### src/rtl/vp_bus_adapter_if.sv
// Host-side bus bundle for the VP1-014 timer bus adapter.
// The host drives the request/address/data lines (master); the adapter
// returns read data and the four-phase acknowledge (slave).
`timescale 1ns/1ps

interface vp_bus_adapter_if;
   logic        bus_req;
   logic        bus_we;
   logic        bus_byte;
   logic [15:0] bus_addr;
   logic [15:0] bus_wdata;
   logic [15:0] bus_rdata;
   logic        bus_ack;

   modport master (
      output bus_req,
      output bus_we,
      output bus_byte,
      output bus_addr,
      output bus_wdata,
      input  bus_rdata,
      input  bus_ack
   );

   modport slave (
      input  bus_req,
      input  bus_we,
      input  bus_byte,
      input  bus_addr,
      input  bus_wdata,
      output bus_rdata,
      output bus_ack
   );
endinterface

### src/rtl/vp_bus_adapter.sv
// Bus-slave front end for the VP1-014 timer.
// Decodes a 16-byte register window at BASE_ADDR, converts a four-phase
// req/ack host cycle into single-cycle ce/regwr/regrd strobes, captures the
// timer's registered read data and returns it on bus_rdata.
// Optional feature macro: VP_BUSADP_BYTE_RMW_EN -- when defined, byte writes
// are performed as read-modify-write of the addressed register; otherwise
// bus_byte is ignored and every write overwrites the whole register.
`timescale 1ns/1ps

module vp_bus_adapter #(
   parameter logic [15:0] BASE_ADDR = 16'o177700
) (
   input  logic               clk,
   input  logic               reset_n,
   vp_bus_adapter_if.slave    bus,
   output logic               dev_ce,
   output logic               dev_regwr,
   output logic               dev_regrd,
   output logic [3:0]         dev_addr,
   output logic [15:0]        dev_wdata,
   input  logic [15:0]        dev_rdata
);

   typedef enum logic [2:0] {
      ST_IDLE   = 3'd0,
      ST_RD_STB = 3'd1,
      ST_RD_CAP = 3'd2,
      ST_WR_STB = 3'd3,
      ST_ACK    = 3'd4
   } state_t;

   state_t      state_q, state_d;
   logic [2:0]  reg_idx_q, reg_idx_d;
   logic [15:0] wdata_q, wdata_d;
   logic [15:0] rdata_q, rdata_d;
   logic        ack_q, ack_d;
   logic        win_hit;

`ifdef VP_BUSADP_BYTE_RMW_EN
   logic        rmw_q, rmw_d;
   logic        hi_lane_q, hi_lane_d;

   // Replace one byte lane of the current register value with host data.
   function automatic logic [15:0] merge_lane(input logic [15:0] cur,
                                              input logic [15:0] wr,
                                              input logic        hi);
      logic [15:0] res;
      if (hi) begin
         res = {wr[15:8], cur[7:0]};
      end else begin
         res = {cur[15:8], wr[7:0]};
      end
      return res;
   endfunction
`endif

   assign win_hit = (bus.bus_addr[15:4] == BASE_ADDR[15:4]);

   // Next-state and latch logic for one host cycle; address/data are
   // frozen at acceptance so later bus changes cannot disturb the access.
   always_comb begin
      state_d   = state_q;
      reg_idx_d = reg_idx_q;
      wdata_d   = wdata_q;
      rdata_d   = rdata_q;
      ack_d     = 1'b0;
`ifdef VP_BUSADP_BYTE_RMW_EN
      rmw_d     = rmw_q;
      hi_lane_d = hi_lane_q;
`endif
      case (state_q)
         ST_IDLE: begin
            // A miss is silently ignored; the host's own timeout recovers.
            if (bus.bus_req && win_hit) begin
               reg_idx_d = bus.bus_addr[3:1];
               wdata_d   = bus.bus_wdata;
               state_d   = bus.bus_we ? ST_WR_STB : ST_RD_STB;
`ifdef VP_BUSADP_BYTE_RMW_EN
               hi_lane_d = bus.bus_addr[0];
               rmw_d     = bus.bus_we & bus.bus_byte;
               if (bus.bus_we && bus.bus_byte) begin
                  state_d = ST_RD_STB;
               end
`endif
            end
         end
         ST_RD_STB: begin
            state_d = ST_RD_CAP;
         end
         ST_RD_CAP: begin
            // Timer data is valid the cycle after the read strobe.
            rdata_d = dev_rdata;
            state_d = ST_ACK;
            ack_d   = bus.bus_req;
`ifdef VP_BUSADP_BYTE_RMW_EN
            if (rmw_q) begin
               wdata_d = merge_lane(dev_rdata, wdata_q, hi_lane_q);
               rmw_d   = 1'b0;
               state_d = ST_WR_STB;
               ack_d   = 1'b0;
            end
`endif
         end
         ST_WR_STB: begin
            state_d = ST_ACK;
            ack_d   = bus.bus_req;
         end
         ST_ACK: begin
            // An abandoned cycle (req already low) returns without acking.
            if (bus.bus_req) begin
               ack_d = 1'b1;
            end else begin
               state_d = ST_IDLE;
            end
         end
         default: begin
            state_d = ST_IDLE;
         end
      endcase
   end

   // Strobes are decoded straight from the state register so that an
   // asynchronous reset removes them immediately.
   always_comb begin
      dev_ce    = 1'b0;
      dev_regwr = 1'b0;
      dev_regrd = 1'b0;
      case (state_q)
         ST_RD_STB: begin
            dev_ce    = 1'b1;
            dev_regrd = 1'b1;
         end
         ST_WR_STB: begin
            dev_ce    = 1'b1;
            dev_regwr = 1'b1;
         end
         default: begin
            dev_ce    = 1'b0;
         end
      endcase
   end

   assign dev_addr      = {reg_idx_q, 1'b0};
   assign dev_wdata     = wdata_q;
   assign bus.bus_rdata = rdata_q;
   assign bus.bus_ack   = ack_q;

   // State and latched-transaction registers; reset clears every output.
   always_ff @(posedge clk or negedge reset_n) begin
      if (!reset_n) begin
         state_q   <= ST_IDLE;
         reg_idx_q <= 3'd0;
         wdata_q   <= 16'h0000;
         rdata_q   <= 16'h0000;
         ack_q     <= 1'b0;
`ifdef VP_BUSADP_BYTE_RMW_EN
         rmw_q     <= 1'b0;
         hi_lane_q <= 1'b0;
`endif
      end else begin
         state_q   <= state_d;
         reg_idx_q <= reg_idx_d;
         wdata_q   <= wdata_d;
         rdata_q   <= rdata_d;
         ack_q     <= ack_d;
`ifdef VP_BUSADP_BYTE_RMW_EN
         rmw_q     <= rmw_d;
         hi_lane_q <= hi_lane_d;
`endif
      end
   end

endmodule

### src/flat_wrapper.sv
// flat-port wrapper written by rule: the top's interface ports become plain ports
module vp_bus_adapter_flat 
#(
   parameter logic [15:0] BASE_ADDR = 16'o177700
)
  (clk, reset_n, dev_ce, dev_regwr, dev_regrd, dev_addr, dev_wdata, dev_rdata, bus_bus_req, bus_bus_we, bus_bus_byte, bus_bus_addr, bus_bus_wdata, bus_bus_rdata, bus_bus_ack);
  vp_bus_adapter_if bus_i ();
  input  logic clk;
  input  logic reset_n;
  output logic dev_ce;
  output logic dev_regwr;
  output logic dev_regrd;
  output logic [3:0] dev_addr;
  output logic [15:0] dev_wdata;
  input  logic [15:0] dev_rdata;
  input wire logic [$bits(bus_i.bus_req)-1:0] bus_bus_req;
  input wire logic [$bits(bus_i.bus_we)-1:0] bus_bus_we;
  input wire logic [$bits(bus_i.bus_byte)-1:0] bus_bus_byte;
  input wire logic [$bits(bus_i.bus_addr)-1:0] bus_bus_addr;
  input wire logic [$bits(bus_i.bus_wdata)-1:0] bus_bus_wdata;
  output wire logic [$bits(bus_i.bus_rdata)-1:0] bus_bus_rdata;
  output wire logic [$bits(bus_i.bus_ack)-1:0] bus_bus_ack;
  assign bus_i.bus_req = bus_bus_req;
  assign bus_i.bus_we = bus_bus_we;
  assign bus_i.bus_byte = bus_bus_byte;
  assign bus_i.bus_addr = bus_bus_addr;
  assign bus_i.bus_wdata = bus_bus_wdata;
  assign bus_bus_rdata = bus_i.bus_rdata;
  assign bus_bus_ack = bus_i.bus_ack;
  vp_bus_adapter #(.BASE_ADDR(BASE_ADDR)) u_core (.clk(clk), .reset_n(reset_n), .bus(bus_i), .dev_ce(dev_ce), .dev_regwr(dev_regwr), .dev_regrd(dev_regrd), .dev_addr(dev_addr), .dev_wdata(dev_wdata), .dev_rdata(dev_rdata));
endmodule
### config.mk
export PLATFORM = sky130hd
export DESIGN_NAME = vp_bus_adapter_flat
export DESIGN_NICKNAME = d
export VERILOG_FILES = /design/src/rtl/vp_bus_adapter_if.sv /design/src/rtl/vp_bus_adapter.sv /design/src/flat_wrapper.sv
export SDC_FILE = /design/constraint.sdc
export NUM_CORES = 1
export LEC_CHECK = 0
export ABC_AREA = 1
export ABC_CLOCK_PERIOD_IN_PS = 2940
export CAP_MARGIN = 20
export CORE_MARGIN = 2
export CORE_UTILIZATION = 64
export DETAILED_ROUTE_END_ITERATION = 6
export DONT_BUFFER_PORTS = 1
export GPL_TIMING_DRIVEN = 0
export PLACE_DENSITY = 0.8
export SKIP_CTS_REPAIR_TIMING = 1
export SYNTH_ARGS = -nofsm -noshare
export SYNTH_HDL_FRONTEND = slang
export SYNTH_SLANG_ARGS = --single-unit
### constraint.sdc
create_clock -name clk -period 2.94 [get_ports clk]
set_input_delay 0.588 -clock clk [delete_from_list [all_inputs] [get_ports clk]]
set_output_delay 0.588 -clock clk [all_outputs]
set_load 0.05 [all_outputs]
==> results of run 1 <==
## registers in the layout (all words and copies together), names as in the netlist
signal,cells
u_core.dev_wdata,16
u_core.bus.bus_ack,1
u_core.bus.bus_rdata,16
u_core.state_q,3
u_core.reg_idx_q,3
## final timing paths
kind | start | end | slack (ns)
min in group clk | bus_bus_wdata[3] | u_core.dev_wdata[3] | 0.38
worst min register to register | u_core.state_q[0] | u_core.state_q[1] | 0.56
worst max register to register | u_core.state_q[2] | u_core.dev_wdata[15] | 1.66
worst max-delay path | u_core.state_q[2] | dev_ce | 0.84
max in group asynchronous | reset_n | u_core.dev_wdata[13] | 2.68
worst min-delay path | reset_n | u_core.bus.bus_rdata[7] | 0.07
## layout by cell type, fill, tap and decap left out
cell       n
buf_12     2
buf_2      3
buf_4      6
buf_6      2
clkbuf_1   1
clkbuf_4   5
clkbuf_8   2
conb_1     1
dfrtp_1   39
inv_1     28
nand2_1   62
nand2_2    1
nand3_1   21
nand3b_1   1
nand4_1    1
nor2_1     7
nor2_2     1
nor3_1     2
o21ai_0   18
o31ai_1    1
## report_power, final
group | switching [mW] | total (mW) | internal, mW
logic | 0.225 | 0.371 | 0.146
clock network | 0.160 | 0.301 | 0.141
registers | 0.500 | 1.16 | 0.656
## per-layer routing
layer,GRT usage (%),part of all wire (%),routed length (um),up-vias
met5,0,0,0,-
met4,11.0,2.0,70,0
met3,10.5,8.2,284,8
met2,43.3,53,1840,63
met1,22.3,37,1270,591
li1,-,-,-,610
## area by class of cell
type | count | area, sq um | area share (%)
flip-flops and latches | 39 | 976 | 53.9
multi-input cells | 116 | 502 | 27.7
inverters | 28 | 105 | 5.80
plain buffers | 10 | 87.6 | 4.83
clock buffers | 8 | 68.8 | 3.80
well taps | 30 | 37.5 | 2.07
repair buffers | 3 | 35.0 | 1.93
## logic make-up (layout without fill, tap and decap cells)
| family | Yosys count | in the layout |
|---|---|---|
| AO/OA/AOI/OAI | 19 | 19 |
| buffers and inverters | 38 | 49 |
| flip-flops | 39 | 39 |
| other | 1 | 1 |
| AND/OR/NAND/NOR | 96 | 96 |
## through the flow
step | cell area [sq um] | hold WS, ns
floorplan | 1670 | 0.292
global placement | 1710 | 0.293
detailed placement | 1720 | 0.293
CTS | 1790 | -0.0852
global route | 1810 | 0.0549
finish | 1810 | 0.0746
==> summary.txt, run 1 <==
Status
  – Status: complete, no violations

Floorplanning
  – Initial Utilization: 67.4%
  – Die Area: 0.00303 sq mm
  – Chip Width: 55.1 um
  – # rows: 18
  – Io pins: 93
  – Die H: 55.1 um
  – Core Region: 0.00248 sq mm

Logic synthesis
  – Top-count cell post-synth: nand2_1
  – Compound-Gate Fraction of Synth Area: 5.84%
  – Post-Syn Area: 0.00167 sq mm
  – Seq/Total Area, Yosys: 58.4%
  – Mapped Nets: 246
  – Syn Area/Cell: 8.65 sq um
  – FFs w/ async S/R, synth: 100%
  – Register bit total from synthesis: 39
  – Gate count of the mapped netlist: 193
  – Simple-Gate Fraction of Synth Area: 24.0%
  – Ys Warns: 0
  – Top cells by count, synth: nand2_1, dfrtp_1, inv_1
  – Library cells used by synthesis: 17
  – Top post-synthesis cells by area: dfrtp_1, nand2_1, inv_1, nand3_1, o21ai_0
  – Top cell type by total area after synthesis: dfrtp_1
  – Top_reg_cell synth: dfrtp_1
  – Mux cell area share after synthesis: 0%
  – Post-synth top area share: 58.4%
  – EDFF count, synth: 0
  – Largest family of logic cells by synthesized area: simple AND/OR/NAND/NOR gates
  – Post-synthesis adder-cell area fraction: 0%
  – Post-Synth XOR/XNOR Area: 0%

Timing
  – Slew Limit Headroom: 41.2%
  – Worst Skew: 0.00530 ns
  – Final WS setup: 0.841 ns
  – Fin. Hold Viols: 0
  – Worst-margin pin slew: 0.879 ns
  – Unrepaired setup endpoints after global routing: false
  – TNS Setup: 0 ns
  – Period minus WS final: 2.10 ns
  – Fin. max-slew vios: 0
  – Final period util: 71.4%
  – Finish-stage setup viols: 0
  – Highest clock rate: 476 MHz

Clock tree
  – Clock Sinks: 39
  – Root Driver: clkbuf_4
  – H-tree levels: 2
  – Longest Clk Path Bufs: 2
  – Clk_lat worst skew: 0.34 ns
  – CTS tree: yes
  – Number of buffers created by CTS: 5
  – Reg clk slew, reported paths: 0.11 ns

GRT
  – Grt ovf: 0
  – Global-route wire length before repair: 4860 um
  – Number of global-route vias before repair: 1,188
  – Largest net degree at the start of global routing: 40
  – Total track usage: 23.6%
  – Initial antenna violation count: 0

Drt
  – Routed len/inst: 14.8 um
  – Routed vias/inst: 5.44
  – Detailed-route DRC error count: 0
  – Antenna Nets Post-Route: 0
  – DRT Pass-1 Iters: 4
  – Initial DRC Count: 13
  – Vias: 1,272
  – DRT Wirelength: 3460 um

Power and ir drop
  – Max VDD drop: 737 uV
  – Power Total: 1.83 mW
  – Power per cell area: 1010 mW/mm^2
  – Leakage: 1.05 nW

Setup path
  – Worst-path fanout max: 8
  – Slowest Stage Delay on Critical Path: 0.71 ns
  – Crit-path slowest cell: nor2_1
  – R2R depth: 7
  – Stages on worst setup path: 1
  – Crit-path cells: nor2_1
  – Crit path kind: reg2out
  – Buf/Inv on CP: 0
  – Delay-heaviest family, CP: simple AND/OR/NAND/NOR gates
  – Critical Path RT: 2.35 ns
  – Crit path DAT: 1.51 ns
  – Worst setup EP type: output pin
  – CP startpoint kind: register

Final layout
  – Core Util, Final: 73.1%
  – Antenna cells: 0
  – Fill cells: 202
  – Area grow syn2layout: 8.46%
  – Final std cells w/o fill: 234
  – Nets: 256
  – Share of cells above drive strength 1: 10.8%

Place
  – Placed instance count: 225
  – GP Congestion: 0.650
  – Pre-CTS WS: 1.20 ns
  – DP Wirelength: 2570 um
  – # port buffers: 0

Min path
  – Hold Crit Class: in2async

Job
  – Max-cap viol count: 0
Note: power is estimated with default switching activity, not from simulation.
==> run 2: changes to the inputs <==
--- a/config.mk
+++ b/config.mk
@@ -5,15 +5,15 @@
 export SDC_FILE = /design/constraint.sdc
 export NUM_CORES = 1
 export LEC_CHECK = 0
-export ABC_AREA = 1
-export ABC_CLOCK_PERIOD_IN_PS = 2940
+export ABC_AREA = 0
+export ABC_CLOCK_PERIOD_IN_PS = 1900
 export CAP_MARGIN = 20
 export CORE_MARGIN = 2
-export CORE_UTILIZATION = 64
+export CORE_UTILIZATION = 55
 export DETAILED_ROUTE_END_ITERATION = 6
 export DONT_BUFFER_PORTS = 1
 export GPL_TIMING_DRIVEN = 0
-export PLACE_DENSITY = 0.8
+export PLACE_DENSITY = 0.73
 export SKIP_CTS_REPAIR_TIMING = 1
 export SYNTH_ARGS = -nofsm -noshare
 export SYNTH_HDL_FRONTEND = slang
==> constraint.sdc (replaced) <==
create_clock -name clk -period 1.9 [get_ports clk]
set_input_delay 0.38 -clock clk [delete_from_list [all_inputs] [get_ports clk]]
set_output_delay 0.38 -clock clk [all_outputs]
set_load 0.05 [all_outputs]
==> summary.txt, run 2 <==
Logic synthesis
  – Register bit total from synthesis: 39
  – Seq/Total Area, Yosys: 60.4%
  – FFs w/ async S/R, synth: 100%
  – Top-count cell post-synth: dfrtp_1
  – Ys Warns: 0
  – EDFF count, synth: 0
  – Post-Syn Area: 0.00162 sq mm
  – Top cell type by total area after synthesis: dfrtp_1
  – Syn Area/Cell: 16.5 sq um
  – Gate count of the mapped netlist: 98
  – Top_reg_cell synth: dfrtp_1
  – Top post-synthesis cells by area: dfrtp_1, mux2_4, mux2_1, buf_6, nor4_4
  – Library cells used by synthesis: 22
  – Top cells by count, synth: dfrtp_1, mux2_4, mux2_1
  – Post-synth top area share: 60.4%
  – Mapped Nets: 151

Clock tree
  – Clk_lat worst skew: 0.32 ns
  – H-tree levels: 2
  – CTS tree: yes
  – Root Driver: clkbuf_4
  – Longest Clk Path Bufs: 2
  – Number of buffers created by CTS: 5
  – Reg clk slew, reported paths: 0.09 ns
  – Clock Sinks: 39

Floorplanning
  – Initial Utilization: 58.1%
  – Die H: 58.2 um
  – Die Area: 0.00339 sq mm
  – Io pins: 93
  – # rows: 19
  – Core Region: 0.00278 sq mm
  – Chip Width: 58.2 um

Drt
  – DRT Wirelength: 2660 um
  – Vias: 825
  – Detailed-route DRC error count: 0
  – Initial DRC Count: 14
  – DRT Pass-1 Iters: 3
  – Routed vias/inst: 5.98
  – Antenna Nets Post-Route: 0
  – Routed len/inst: 19.3 um

Timing
  – Slew Limit Headroom: 66.5%
  – Worst hold margin: 0.188 ns
  – Fin. max-slew vios: 0
  – Worst-margin pin slew: 0.502 ns
  – TNS Setup: -0.00925 ns
  – Worst Skew: 0.00172 ns
  – Highest clock rate: 524 MHz
  – Unrepaired setup endpoints after global routing: true
  – Fin. Hold Viols: 0
  – Finish-stage setup viols: 1
  – Final WS setup: -0.00925 ns
  – Period minus WS final: 1.91 ns
  – Final period util: 100%

Setup path
  – RR Startpoint: u_core.state_q[2]
  – R2R Setup Slk: 0.15 ns
  – FF-to-FF End: u_core.bus.bus_rdata[5]
  – Crit path capture: dev_regrd
  – Critical Path RT: 1.52 ns
  – Worst setup path startpoint: u_core.state_q[0]
  – Worst-path fanout max: 4
  – Worst setup EP type: output pin
  – Crit path DAT: 1.53 ns
  – CP startpoint kind: register
  – R2R depth: 4
  – Crit path kind: reg2out

Final layout
  – Antenna cells: 0
  – Nets: 161
  – Commonest non-fill, non-tap cell in the layout: dfrtp_1
  – Post-route cell area: 0.00175 sq mm
  – Area grow syn2layout: 8.36%
  – Commonest non-fill, non-tap cells in the layout: dfrtp_1, mux2_4, mux2_1
  – Share of cells above drive strength 1: 38.3%

GRT
  – Global-route wire length before repair: 4000 um
  – Total track usage: 16.4%
  – Number of global-route vias before repair: 899
  – Largest net degree at the start of global routing: 40
  – Initial antenna violation count: 0
  – Grt ovf: 0

Place
  – Area after DPL: 0.00166 sq mm
  – DP Wirelength: 2020 um
  – GP Congestion: 0.724
  – Pre-CTS WS: -0.0141 ns
  – # port buffers: 0

Power and ir drop
  – Power per cell area: 705 mW/mm^2
  – Max VDD drop: 512 uV
  – Leakage: 0.964 nW

Min path
  – Hold Crit Class: in2reg

Status
  – Status: finished, violations left
  – Failing checks: negative setup slack

Job
  – Max-cap viol count: 0
-- run 2: layout make-up --
cell class                 count  area, sq um
multi-input combinational     54          618
timing repair buffer           3         37.5
inverter                       1         3.75
fill                         213         1030
tap                           31         38.8
buffer                         4         35.0
clock buffer                   6         41.3
sequential                    39          977
-- run 2: stage by stage --
| step | util (%) | instances | total power, mW |
|---|---|---|---|
| after floorplan | - | 98 | 0.880 |
| after global placement | 59.7 | 129 | 0.881 |
| after detailed placement | 59.7 | 129 | 0.882 |
| after CTS | 61.2 | 135 | 1.23 |
| after global routing | 63.0 | 138 | 1.30 |
| final | 63.0 | 138 | 1.23 |
-- run 2: worst min path at each step --
stage / startpoint / endpoint / slack (ns) / depth (start not counted)
2_1_floorplan: reset_n / u_core.bus.bus_ack / 0.08 / 0
3_3_place_gp: reset_n / u_core.bus.bus_rdata[1] / 0.09 / 0
3_5_place_dp: reset_n / u_core.bus.bus_rdata[1] / 0.09 / 0
4_1_cts: reset_n / u_core.dev_wdata[12] / -0.28 / 0
5_1_grt: dev_rdata[1] / u_core.bus.bus_rdata[1] / 0.16 / 1
6_report: dev_rdata[3] / u_core.bus.bus_rdata[3] / 0.19 / 1
-- run 2: power breakdown --
| part | leakage (nW) | switching (mW) | internal, mW |
|---|---|---|---|
| logic | 0.396 | 0.0236 | 0.0143 |
| clock network | 0.0242 | 0.216 | 0.132 |
| registers | 0.543 | 0.0157 | 0.833 |
| total | 0.964 | 0.255 | 0.979 |
-- run 2: per-layer routing --
metal / share of wire [%] / wire, um / vias to the layer above / track usage, %
met4: 1.4 / 36 / 0 / 5.98
li1: - / - / 357 / -
met1: 33 / 868 / 406 / 16.7
met3: 10 / 267 / 6 / 6.92
met5: 0 / 0 / - / 0
met2: 56 / 1490 / 56 / 29.7
-- run 2: critical path, cell delays in order (launching register included) --
cell     delay (ns)
dfrtp_1        0.42
nor2b_4        0.38
nor2b_4        0.41
-- run 2: kinds of logic (layout without fill, tap and decap cells) --
group	count (synthesis)	after routing	synth area share, %
compound gates	2	2	0.774
buf+inv	5	14	2.40
flops	39	39	60.4
other cells	1	1	0.232
mux	35	35	28.8
simple gates	16	16	7.43
==> run 3: changes to the inputs <==
--- a/config.mk
+++ b/config.mk
@@ -10,6 +10,7 @@
 export CAP_MARGIN = 20
 export CORE_MARGIN = 2
 export CORE_UTILIZATION = 55
+export CTS_BUF_LIST = sky130_fd_sc_hd__clkbuf_16
 export DETAILED_ROUTE_END_ITERATION = 6
 export DONT_BUFFER_PORTS = 1
 export GPL_TIMING_DRIVEN = 0
==> constraint.sdc (replaced) <==
create_clock -name clk -period 1.9 [get_ports clk]
set_input_delay 0.19 -clock clk [delete_from_list [all_inputs] [get_ports clk]]
set_output_delay 0.19 -clock clk [all_outputs]
set_load 0.05 [all_outputs]
==> summary.txt, run 3 (synthesis gave the netlist of run 2 again) <==
Timing
  – Worst-margin pin slew: 0.501 ns
  – Fin. Hold Viols: 0
  – Finish-stage setup viols: 0
  – Worst Skew: 0.00247 ns
  – Fin. max-slew vios: 0
  – Final period util: 95.0%
  – Unrepaired setup endpoints after global routing: false
  – Highest clock rate: 554 MHz
  – Slew Limit Headroom: 66.6%
  – Period minus WS final: 1.80 ns

Drt
  – Antenna Nets Post-Route: 0
  – Detailed-route DRC error count: 0
  – DRT Wirelength: 2680 um
  – Vias: 825
  – Initial DRC Count: 25
  – Routed len/inst: 19.6 um
  – Routed vias/inst: 6.02
  – DRT Pass-1 Iters: 3

Floorplanning
  – Core Region: 0.00278 sq mm
  – Chip Width: 58.2 um
  – Io pins: 93
  – Die H: 58.2 um
  – Initial Utilization: 58.1%
  – Die Area: 0.00339 sq mm
  – # rows: 19

Setup path
  – R2R depth: 4
  – Crit-path cells: nor2b_4 -> and2_1
  – Critical Path RT: 1.71 ns
  – R2R Setup Slk: 0.20 ns
  – Worst setup EP type: output pin
  – Worst setup path startpoint: u_core.state_q[0]
  – Buf/Inv on CP: 0
  – Worst-path fanout max: 4
  – Crit path DAT: 1.61 ns
  – Crit-path slowest cell: and2_1
  – RR Startpoint: u_core.state_q[2]
  – Crit path kind: reg2out
  – Slowest Stage Delay on Critical Path: 0.50 ns
  – Delay-heaviest family, CP: simple AND/OR/NAND/NOR gates
  – CP startpoint kind: register
  – FF-to-FF End: u_core.bus.bus_rdata[11]

Place
  – # port buffers: 0
  – Placed instance count: 129
  – DP Wirelength: 2020 um
  – GP Congestion: 0.724

Min path
  – Min-delay src: dev_rdata[15]
  – Worst hold endpoint: u_core.bus.bus_rdata[15]
  – Hold Crit Class: in2reg
  – Worst hold stages: 1

Final layout
  – Antenna cells: 0
  – Core Util, Final: 65.9%
  – Share of cells above drive strength 1: 35.8%
  – Commonest non-fill, non-tap cells in the layout: dfrtp_1, mux2_4, mux2_1
  – Area grow syn2layout: 13.5%
  – Nets: 160
  – Commonest non-fill, non-tap cell in the layout: dfrtp_1
  – Fill cells: 206
  – Final std cells w/o fill: 137

GRT
  – Initial antenna violation count: 0
  – Largest net degree at the start of global routing: 40
  – Grt ovf: 0
  – Number of global-route vias before repair: 899
  – Global-route wire length before repair: 4110 um
  – Total track usage: 16.9%

Power and ir drop
  – Power Total: 1.62 mW
  – Combinational share of power: 2.3%
  – Max VDD drop: 882 uV
  – P_int: 1.31 mW
  – Power per cell area: 883 mW/mm^2
  – Sw frac: 18.8%
  – Leakage: 1.00 nW
  – Switching power: 0.305 mW
  – Clk network pwr share: 45.1%
  – Share of power burned in registers: 52.6%

Status
  – Status: complete, no violations

Clock tree
  – CTS tree: yes
  – Reg clk slew, reported paths: 0.05 ns
  – Clk_lat worst skew: 0.27 ns
  – Clock Sinks: 39
  – H-tree levels: 2
  – Longest Clk Path Bufs: 2
  – Root Driver: clkbuf_16
  – Number of buffers created by CTS: 5

Job
  – Max-cap viol count: 0
==> run 3: cell count changes in the layout (fill, tap and decap cells not counted), sizes merged <==
cell | previous run | this run
buf | 6 | 5
inv | 1 | 2
clkbuf | 6 | 5
==> run 3: per-stage QoR <==
step	setup slack [ns]	instance area (sq um)	setup TNS, ns	hold WS [ns]
after global placement	0.171	1660	0	-0.105
final	0.0958	1830	0	0.0510
after global routing	0.0572	1830	0	0.0471
after detailed placement	0.128	1660	0	-0.105
after floorplan	0.231	1620	0	-0.106
after CTS	-0.122	1790	-0.181	-0.393
==> run 3: area by class of cell <==
cell class / count / area [sq um] / share of cell area [%]
flip-flops and latches: 39 / 976 / 53.2
multi-input cells: 54 / 622 / 33.9
clock buffers: 5 / 125 / 6.82
well taps: 31 / 38.8 / 2.11
plain buffers: 4 / 35.0 / 1.91
repair buffers: 2 / 30.0 / 1.64
clock inverters: 1 / 3.75 / 0.205
inverters: 1 / 3.75 / 0.205
==> run 3: worst reg2reg max path: stages, from the launching register on <==
cell and delay (ns):
dfrtp_1 0.45, nand2b_1 0.24, nor2_4 0.23, buf_2 0.29
mux2_1 0.36
==> run 3: worst max-delay path by stage <==
| stage | slack (ns) | cells after the start | end |
|---|---|---|---|
| final | 0.1 | 2 | dev_regwr |
| after global routing | 0.06 | 2 | dev_regwr |
| after CTS | -0.12 | 2 | dev_regrd |
| after detailed placement | 0.13 | 4 | u_core.bus.bus_rdata[5] |
| after global placement | 0.17 | 2 | dev_regrd |
| after floorplan | 0.23 | 2 | dev_regrd |
==> run 3: metal layers <==
| layer | global-route usage, % | vias to the layer above | wire, um |
|---|---|---|---|
| li1 | - | 353 | - |
| met1 | 17.7 | 410 | 907 |
| met2 | 30.2 | 58 | 1480 |
| met3 | 6.92 | 4 | 274 |
| met4 | 5.98 | 0 | 22 |
| met5 | 0 | - | 0 |
==> run 3: power groups by stage <==
stage	Clock (mW)	Sequential (mW)	Combinational, mW
final	0.730	0.851	0.0378
after floorplan	0	0.864	0.0160
after detailed placement	0	0.865	0.0167
after CTS	0.747	0.851	0.0168
after global routing	0.782	0.851	0.0432
after global placement	0	0.865	0.0164
